==> config.mk <==
export PLATFORM = sky130hd
export DESIGN_NAME = frv_masked_bitwise_pipe
export DESIGN_NICKNAME = d
export VERILOG_FILES = /design/src/rtl/frv_masked_bitwise_pipe.sv
export SDC_FILE = /design/constraint.sdc
export NUM_CORES = 1
export LEC_CHECK = 0
export BUFFER_PORTS_ARGS = -buffer_cell sky130_fd_sc_hd__buf_4
export CORE_UTILIZATION = 25
export DETAILED_ROUTE_END_ITERATION = 12
export HOLD_SLACK_MARGIN = 0.15
export SYNTH_ARGS = -nofsm -noshare
export SYNTH_HDL_FRONTEND = slang
export SYNTH_SLANG_ARGS = --single-unit
==> constraint.sdc <==
create_clock -name g_clk -period 5.8 [get_ports g_clk]
set_input_delay 0.87 -clock g_clk [delete_from_list [all_inputs] [get_ports g_clk]]
set_output_delay 0.87 -clock g_clk [all_outputs]
set_load 0.005 [all_outputs]
==> src/rtl/frv_masked_bitwise_pipe.sv <==
// Two-stage masked bitwise unit (XOR/AND/IOR/NOT/ANDN) over N=D+1 Boolean shares.
// Optional feature macro: FRV_MASKED_BITWISE_CLEAR_EN zeroes idle share registers.
module frv_masked_bitwise_pipe #(
   parameter int BIT_WIDTH = 32,
   parameter int D         = 1
) (
   input  logic                               g_clk,
   input  logic                               g_reset,
   input  logic                               i_flush,
   input  logic                               i_valid,
   output logic                               o_ready,
   input  logic [2:0]                         i_op,
   input  logic [(D+1)*BIT_WIDTH-1:0]         i_a,
   input  logic [(D+1)*BIT_WIDTH-1:0]         i_b,
   input  logic [(D*(D+1)/2)*BIT_WIDTH-1:0]   i_rand_and,
   input  logic [D*BIT_WIDTH-1:0]             i_rand_ref,
   output logic                               o_valid,
   input  logic                               i_ready,
   output logic [(D+1)*BIT_WIDTH-1:0]         o_res,
   output logic                               o_illegal
);

   localparam int N  = D + 1;
   localparam int L  = D * (D + 1) / 2;
   localparam int BW = BIT_WIDTH;

   typedef logic [BW-1:0] word_t;

   // Pairwise randomness index for i<j, row-major over the upper triangle.
   function automatic int pidx(input int i, input int j);
      return i * N - (i * (i + 1)) / 2 + (j - i - 1);
   endfunction

   logic op_and_cls, op_inv_a0, op_inv_b0, op_inv_c0, op_use_b, op_zero_x, op_ill;

   always_comb begin : decode
      op_and_cls = 1'b0;
      op_inv_a0  = 1'b0;
      op_inv_b0  = 1'b0;
      op_inv_c0  = 1'b0;
      op_use_b   = 1'b0;
      op_zero_x  = 1'b0;
      op_ill     = 1'b0;
      case (i_op)
         3'b000: op_use_b = 1'b1;
         3'b001: op_and_cls = 1'b1;
         3'b010: begin
            op_and_cls = 1'b1;
            op_inv_a0  = 1'b1;
            op_inv_b0  = 1'b1;
            op_inv_c0  = 1'b1;
         end
         3'b011: op_inv_a0 = 1'b1;
         3'b100: begin
            op_and_cls = 1'b1;
            op_inv_b0  = 1'b1;
         end
         // Illegal ops behave as XOR with a=b: a fresh sharing of zero.
         default: begin
            op_zero_x = 1'b1;
            op_ill    = 1'b1;
         end
      endcase
   end

   word_t a_s  [N];
   word_t b_s  [N];
   word_t rr   [N];
   word_t ra   [L];
   word_t rsum;
   logic [N*N-1:0][BW-1:0] t_new;

   // XOR-class results live on the diagonal with zero cross terms, so stage 2
   // reduces both classes with the same row XOR.
   always_comb begin : stage1_terms
      rsum = '0;
      for (int k = 0; k < N; k++) begin
         a_s[k] = i_a[k*BW +: BW];
         b_s[k] = i_b[k*BW +: BW];
         rr[k]  = '0;
      end
      a_s[0] = a_s[0] ^ {BW{op_inv_a0}};
      b_s[0] = b_s[0] ^ {BW{op_inv_b0}};
      for (int k = 0; k < D; k++) begin
         rr[k] = i_rand_ref[k*BW +: BW];
         rsum  = rsum ^ i_rand_ref[k*BW +: BW];
      end
      rr[D] = rsum;
      for (int p = 0; p < L; p++) ra[p] = i_rand_and[p*BW +: BW];
      for (int i = 0; i < N; i++) begin
         for (int j = 0; j < N; j++) begin
            t_new[i*N+j] = '0;
            if (op_and_cls) begin
               t_new[i*N+j] = a_s[i] & b_s[j];
               if (i < j)      t_new[i*N+j] = (a_s[i] & b_s[j]) ^ ra[pidx(i, j)];
               else if (i > j) t_new[i*N+j] = (a_s[i] & b_s[j]) ^ ra[pidx(j, i)];
            end else if (i == j) begin
               if (op_zero_x)     t_new[i*N+j] = rr[i];
               else if (op_use_b) t_new[i*N+j] = a_s[i] ^ b_s[i] ^ rr[i];
               else               t_new[i*N+j] = a_s[i] ^ rr[i];
            end
         end
      end
   end

   logic                   s1_valid_q, s1_valid_d;
   logic                   s1_inv_q, s1_inv_d;
   logic                   s1_ill_q, s1_ill_d;
   logic [N*N-1:0][BW-1:0] s1_t_q, s1_t_d;
   logic                   o_valid_q, o_valid_d;
   logic [N*BW-1:0]        o_res_q, o_res_d;
   logic                   o_ill_q, o_ill_d;
   logic [N*BW-1:0]        res_new;
   logic                   adv, accept;

   always_comb begin : stage2_reduce
      res_new = '0;
      for (int i = 0; i < N; i++) begin
         for (int j = 0; j < N; j++) res_new[i*BW +: BW] = res_new[i*BW +: BW] ^ s1_t_q[i*N+j];
      end
      res_new[BW-1:0] = res_new[BW-1:0] ^ {BW{s1_inv_q}};
   end

   always_comb begin : control
      adv     = !o_valid_q || i_ready;
      o_ready = !s1_valid_q || adv;
      accept  = i_valid && o_ready && !i_flush;

      s1_valid_d = s1_valid_q;
      s1_inv_d   = s1_inv_q;
      s1_ill_d   = s1_ill_q;
      s1_t_d     = s1_t_q;
      o_valid_d  = o_valid_q;
      o_res_d    = o_res_q;
      o_ill_d    = o_ill_q;

      if (i_flush)     s1_valid_d = 1'b0;
      else if (accept) s1_valid_d = 1'b1;
      else if (adv)    s1_valid_d = 1'b0;

      if (accept) begin
         s1_t_d   = t_new;
         s1_inv_d = op_inv_c0;
         s1_ill_d = op_ill;
      end
`ifdef FRV_MASKED_BITWISE_CLEAR_EN
      else if (!s1_valid_q || adv) begin
         s1_t_d   = '0;
         s1_inv_d = 1'b0;
         s1_ill_d = 1'b0;
      end
`endif

      if (i_flush) begin
         o_valid_d = 1'b0;
      end else if (adv) begin
         o_valid_d = s1_valid_q;
         if (s1_valid_q) begin
            o_res_d = res_new;
            o_ill_d = s1_ill_q;
         end
      end
`ifdef FRV_MASKED_BITWISE_CLEAR_EN
      if (o_valid_q && !o_valid_d) begin
         o_res_d = '0;
         o_ill_d = 1'b0;
      end
`endif
   end

   always_ff @(posedge g_clk) begin
      if (g_reset) begin
         s1_valid_q <= 1'b0;
         s1_inv_q   <= 1'b0;
         s1_ill_q   <= 1'b0;
         s1_t_q     <= '0;
         o_valid_q  <= 1'b0;
         o_res_q    <= '0;
         o_ill_q    <= 1'b0;
      end else begin
         s1_valid_q <= s1_valid_d;
         s1_inv_q   <= s1_inv_d;
         s1_ill_q   <= s1_ill_d;
         s1_t_q     <= s1_t_d;
         o_valid_q  <= o_valid_d;
         o_res_q    <= o_res_d;
         o_ill_q    <= o_ill_d;
      end
   end

   assign o_valid   = o_valid_q;
   assign o_res     = o_res_q;
   assign o_illegal = o_ill_q;

endmodule
; After elaboration in Yosys (flattened, before gate mapping)
; Cells that the tools add are included.
[op_classes]
n_addsub = 0
n_mul = 0
div_mod_pow = 0
magnitude_cmp = 0
n_eq_ne = 4
n_shift = 0
mux = 16
bitwise = 18
reduce_logical = 15
[op_table]
columns = op, n
row1 = bitwise XOR 32 bit, 13
row2 = 2-to-1 mux 32 bit, 8
row3 = AND 32 bit, 4
row4 = 2-to-1 mux 1 bit, 8
row5 = "== test 3 x 2 -> 1 bit, second input constant", 2
row6 = OR reduction 2 bit, 3
row7 = OR reduction 5 bit, 1
row8 = "== test 3 x 1 -> 1 bit, second input constant", 1
row9 = "== test 3 bit, second input constant", 1
row10 = logical NOT 1 bit, 3
row11 = logical NOT 3 bit, 1
row12 = AND reduction 3 bit, 1
row13 = OR reduction 3 bit, 1
row14 = logical AND 1 bit, 2
row15 = logical OR 1 bit, 2
row16 = nonzero test 2 bit, 1
row17 = NOT 1 bit, 1
[totals]
register_bits = 197
latch_bits = 0
ram_bits = 0
rom_bits = 0
in_bits = 200
out_inout_bits = 67
wordCells = 63
memories = 0

; Logic depth before layout (Yosys ltp)
[depth]
word_depth = 9
depth_mapped = 13
ltp_nobuf = 10

; Worst setup path before layout
; Ideal clock, no wire load.
[synth_timing]
kind = in2reg
from = input i_op[2]
to = register s1_t_q[31] in the netlist's numbering
setup_time_ps = 70
arrival_ps = 2876
t_required_ps = 5730
slack_ps = 2853
path_stages = 13
n_path_buf = 4
cell_sequence = buf_4 -> buf_4 -> buf_2 -> clkbuf_1 -> nand2_1 -> a21oi_1 -> xor2_1 -> ha_1 -> xnor2_1 -> a32oi_1 -> nor2_1 -> or3_1 -> a21oi_1
[synth_via]
elab_chain_cells = 9
word_cells_on_any_way = 22
cone_classes = eq/ne: 4 / mux: 7 / bitwise: 6 / reduce/logical: 5
[synth_rtl]
columns = item, line_no
row1 = "start, declared", 12  ; input logic [2:0] i_op,
row2 = == test 3 x 2 -> 1 bit / == test 3 bit (equally long branches), 44  ; case (i_op)
row3 = OR reduction 2 bit (no source line), --
row4 = 2-to-1 mux 1 bit, 44
row5 = bitwise XOR 32 bit (on tied branches), "82, 83"
row6 = bitwise XOR 32 bit (2 in a row), 99  ; else if (op_use_b) t_new[i*N+j] = a_s[i] ^ b_s[i] ^ rr[i];
row7 = 2-to-1 mux 32 bit, 99
row8 = 2-to-1 mux 32 bit, 98  ; if (op_zero_x) t_new[i*N+j] = rr[i];
row9 = 2-to-1 mux 32 bit *, 93  ; if (op_and_cls) begin
row10 = "end signal, assigned", 184  ; s1_t_q <= s1_t_d;
row11 = "end, declared", 109  ; logic [N*N-1:0][BW-1:0] s1_t_q, s1_t_d;
; Mark *: on every way between the ends. The rest lies on a longest branch, timed or not.
; A chain may end at the register's enable or synchronous reset.

; Final worst setup path
[layout_timing]
from = input i_op[2]
to = register s1_t_q[120] in the netlist's numbering
[layout_via]
elab_chain_cells = 5
word_cells_on_any_way = 12
cone_classes = eq/ne: 4 / mux: 5 / reduce/logical: 3
[layout_rtl]
columns = item, line_no
row1 = logical NOT 3 bit, 44
row2 = 2-to-1 mux 1 bit, 44
row3 = 2-to-1 mux 32 bit, 99
row4 = 2-to-1 mux 32 bit, 98
row5 = 2-to-1 mux 32 bit *, 93
; Marked as above.

==> reports/metrics.cfg <==
[sta]
rsz0062_at_grt = false
post-route-period-util_pct = 60.1
finalHoldViolations = 0
worst_pin_slew_ps = 1120
finClkSkew_ps = 13.3
slew_viol_final = 0
maxSlewHeadroom_pct = 25.0
finalSetupTns_ps = 0
timing.fmax_mhz = 287
period_minus_slack_ps = 3490
setup_viol_count_final = 0

[critical_path]
r2r-start = s1_valid_q$_SDFFE_PP0P_
path_max_fanout = 96
r2r_setup_slack_ps = 3530
start_kind = primary input
cp.arrival_ps = 3900
regToRegEndpoint = s1_t_q[70]$_SDFFE_PP0P_
criticalPathCategory = in -> reg
crit_path_end_kind = register
required_ps = 6210
crit_start = i_op[2]
reg2regPathDepth = 7

[synthesis]
yosysSeqAreaShare_pct = 28.0
yosysWarnings = 0
syn_area_sq_um = 14100
syn_inst = 1823
ys.flop_type = dfxtp_1
ys_types = 47
syn_area_per_cell_sq_um = 7.74
async_flop_share_pct = 0
synth_edf_count = 0
synth_nets = 2056
synth_seq_cells = 197

[global_routing]
antenna_found_initial = 6
grt_first_pass_wirelength_um = 79400
grt_max_degree = 97
grt_overflow_total = 0
grtUsageTotal_pct = 18.1
grt_pass1_vias = 13409

[floorplan]
io_pins = 267
fp.dieArea_sq_um = 57400
row_count = 86
chipHeight_um = 240
start_util_pct = 25.5
core_area_sq_um = 55400
die-width_um = 240

[routing]
firstDrtPassIters = 6
drt_iter0_drc = 1111
viasPerCell = 5.27
routed_wirelength_um = 53300
routedWlPerCell_um = 19.8
vias = 14137
drc = 0
antenna_left = 0

[cts]
cts_root_buf = clkbuf_16
cts_made_buffers = 17
cts_tree = done
numClockSinks = 197
cts_setup_buffers = 0
path_clk_slew_ps = 80
cts_resized = 0
cts_hold_buf = 0
clockBufferDepth = 2
htreeDepth = 4
clkLatencyLatePin_ps = 500

[hold_path]
min_to = o_res[24]$_SDFFE_PP0P_
holdPathStages = 2
hold_path_class = reg -> reg
hold_path.startpoint = o_res[24]$_SDFFE_PP0P_

[layout]
fin_util_pct = 30.7
final_cell_mix = buf_4, xnor2_1, nand2_1, dfxtp_1, a21oi_1
drive_gt1_share_pct = 17.3
area_growth_pct = 20.4
nets = 2153
fin_area_sq_um = 17000
nFillCells = 5911
layout.cells.most_common = buf_4

[place]
gp_congestion = 0.778
placed_area_sq_um = 16400
hpwl_um = 35500
port_buffers = 266

[power_and_ir_drop]
leakage_uw = 0.00618
ir_worst_vdd_mv = 0.231
power.density_nw_per_um2 = 219

[run_status]
status = finished clean

[flow_run]
cap_violations = 0

-- worst max-delay path: stages --
cell,delay [ps]
buf_6,450
buf_4,440
buf_4,560
nand2b_2,960
o22ai_1,220
a211oi_1,280
-- metal layers --
| layer | track usage (%) | vias up | wire, um |
|---|---|---|---|
| li1 | - | 6746 | - |
| met1 | 24.3 | 6776 | 24300 |
| met2 | 27.6 | 521 | 23500 |
| met3 | 4.32 | 88 | 3930 |
| met4 | 7.54 | 6 | 1460 |
| met5 | 0 | - | 39 |
-- cell type report --
type	count	area (sq um)	area share [%]
Clock inverter	13	163	0.957
Clock buffer	19	453	2.67
Sequential cell	197	3950	23.2
Timing Repair Buffer	286	2160	12.7
Inverter	36	135	0.795
Tap cell	748	936	5.51
Multi-Input combinational cell	1382	9190	54.1
Antenna cell	3	7.51	0.0442
-- logic make-up (layout without fill, tap and decap cells) --
family / after synthesis / after routing / share of synthesized area [%]
muxes: 1 / 1 / 0.0710
and+or+nand+nor: 480 / 480 / 16.6
adders and majority gates: 33 / 33 / 2.93
xor gates and xnor gates: 257 / 257 / 16.0
AOI/OAI and AO/OA: 611 / 611 / 29.2
buffers and inverters: 244 / 354 / 7.31
other: 0 / 3 / 0
DFF: 197 / 197 / 28.0
-- cells in the mapped netlist, drive strengths merged, types with 2 or more instances --
| master | number | share of area (%) |
|---|---|---|
| o22ai | 64 | 2.8 |
| o21ai | 68 | 2.4 |
| nand3 | 4 | 0.14 |
| or3 | 2 | 0.089 |
| and2 | 2 | 0.089 |
| a211oi | 95 | 5.1 |
| nand3b | 33 | 1.8 |
| clkbuf | 130 | 3.5 |
| and3 | 29 | 1.3 |
| a32oi | 2 | 0.12 |
| a22o | 31 | 1.9 |
| nand4b | 30 | 1.9 |
| a211o | 29 | 1.8 |
| xnor2 | 224 | 14 |
| xor2 | 33 | 2.0 |
| nor2 | 104 | 2.8 |
| a22oi | 60 | 3.2 |
| inv | 36 | 0.96 |
| buf | 78 | 2.9 |
| a31oi | 31 | 1.4 |
| a21oi | 137 | 4.9 |
| nand2 | 196 | 5.2 |
| nand2b | 35 | 1.6 |
| nor3b | 5 | 0.30 |
| nor3 | 34 | 1.2 |
| a21o | 33 | 1.8 |
| o311ai | 58 | 3.6 |
| dfxtp | 197 | 28 |
| ha | 33 | 2.9 |
-- metrics by stage --
step,instances,hold slack [ps],total power (uW),worst slack (ps)
after floorplan,1823,432,2100,2850
after global placement,2649,444,2400,2020
after detailed placement,2649,448,2430,1910
after CTS,2681,459,3770,2440
after global routing,2684,473,3910,2090
final,2684,454,3720,2310
-- registers in the layout, indices dropped and copies added, names as in the netlist --
| name | count |
|---|---|
| o_illegal | 1 |
| o_res | 64 |
| o_valid | 1 |
| s1_ill_q | 1 |
| s1_inv_q | 1 |
| s1_t_q | 128 |
| s1_valid_q | 1 |
-- how the worst max path moves through the flow --
| stage | cells after the start | end |
|---|---|---|
| floorplan | 13 | s1_t_q[31]$_SDFFE_PP0P_ |
| CTS | 6 | s1_t_q[107]$_SDFFE_PP0P_ |
| finish | 6 | s1_t_q[120]$_SDFFE_PP0P_ |
| global placement | 6 | s1_t_q[109]$_SDFFE_PP0P_ |
| global route | 6 | s1_t_q[120]$_SDFFE_PP0P_ |
| detailed placement | 6 | s1_t_q[106]$_SDFFE_PP0P_ |
-- report_power, final --
part | internal (uW) | switching, uW | total, uW
combinational | 420 | 530 | 950
sequential | 1410 | 43.7 | 1460
clock | 674 | 643 | 1320
total | 2510 | 1220 | 3720
No activity file was read; power rests on OpenSTA's default activity.
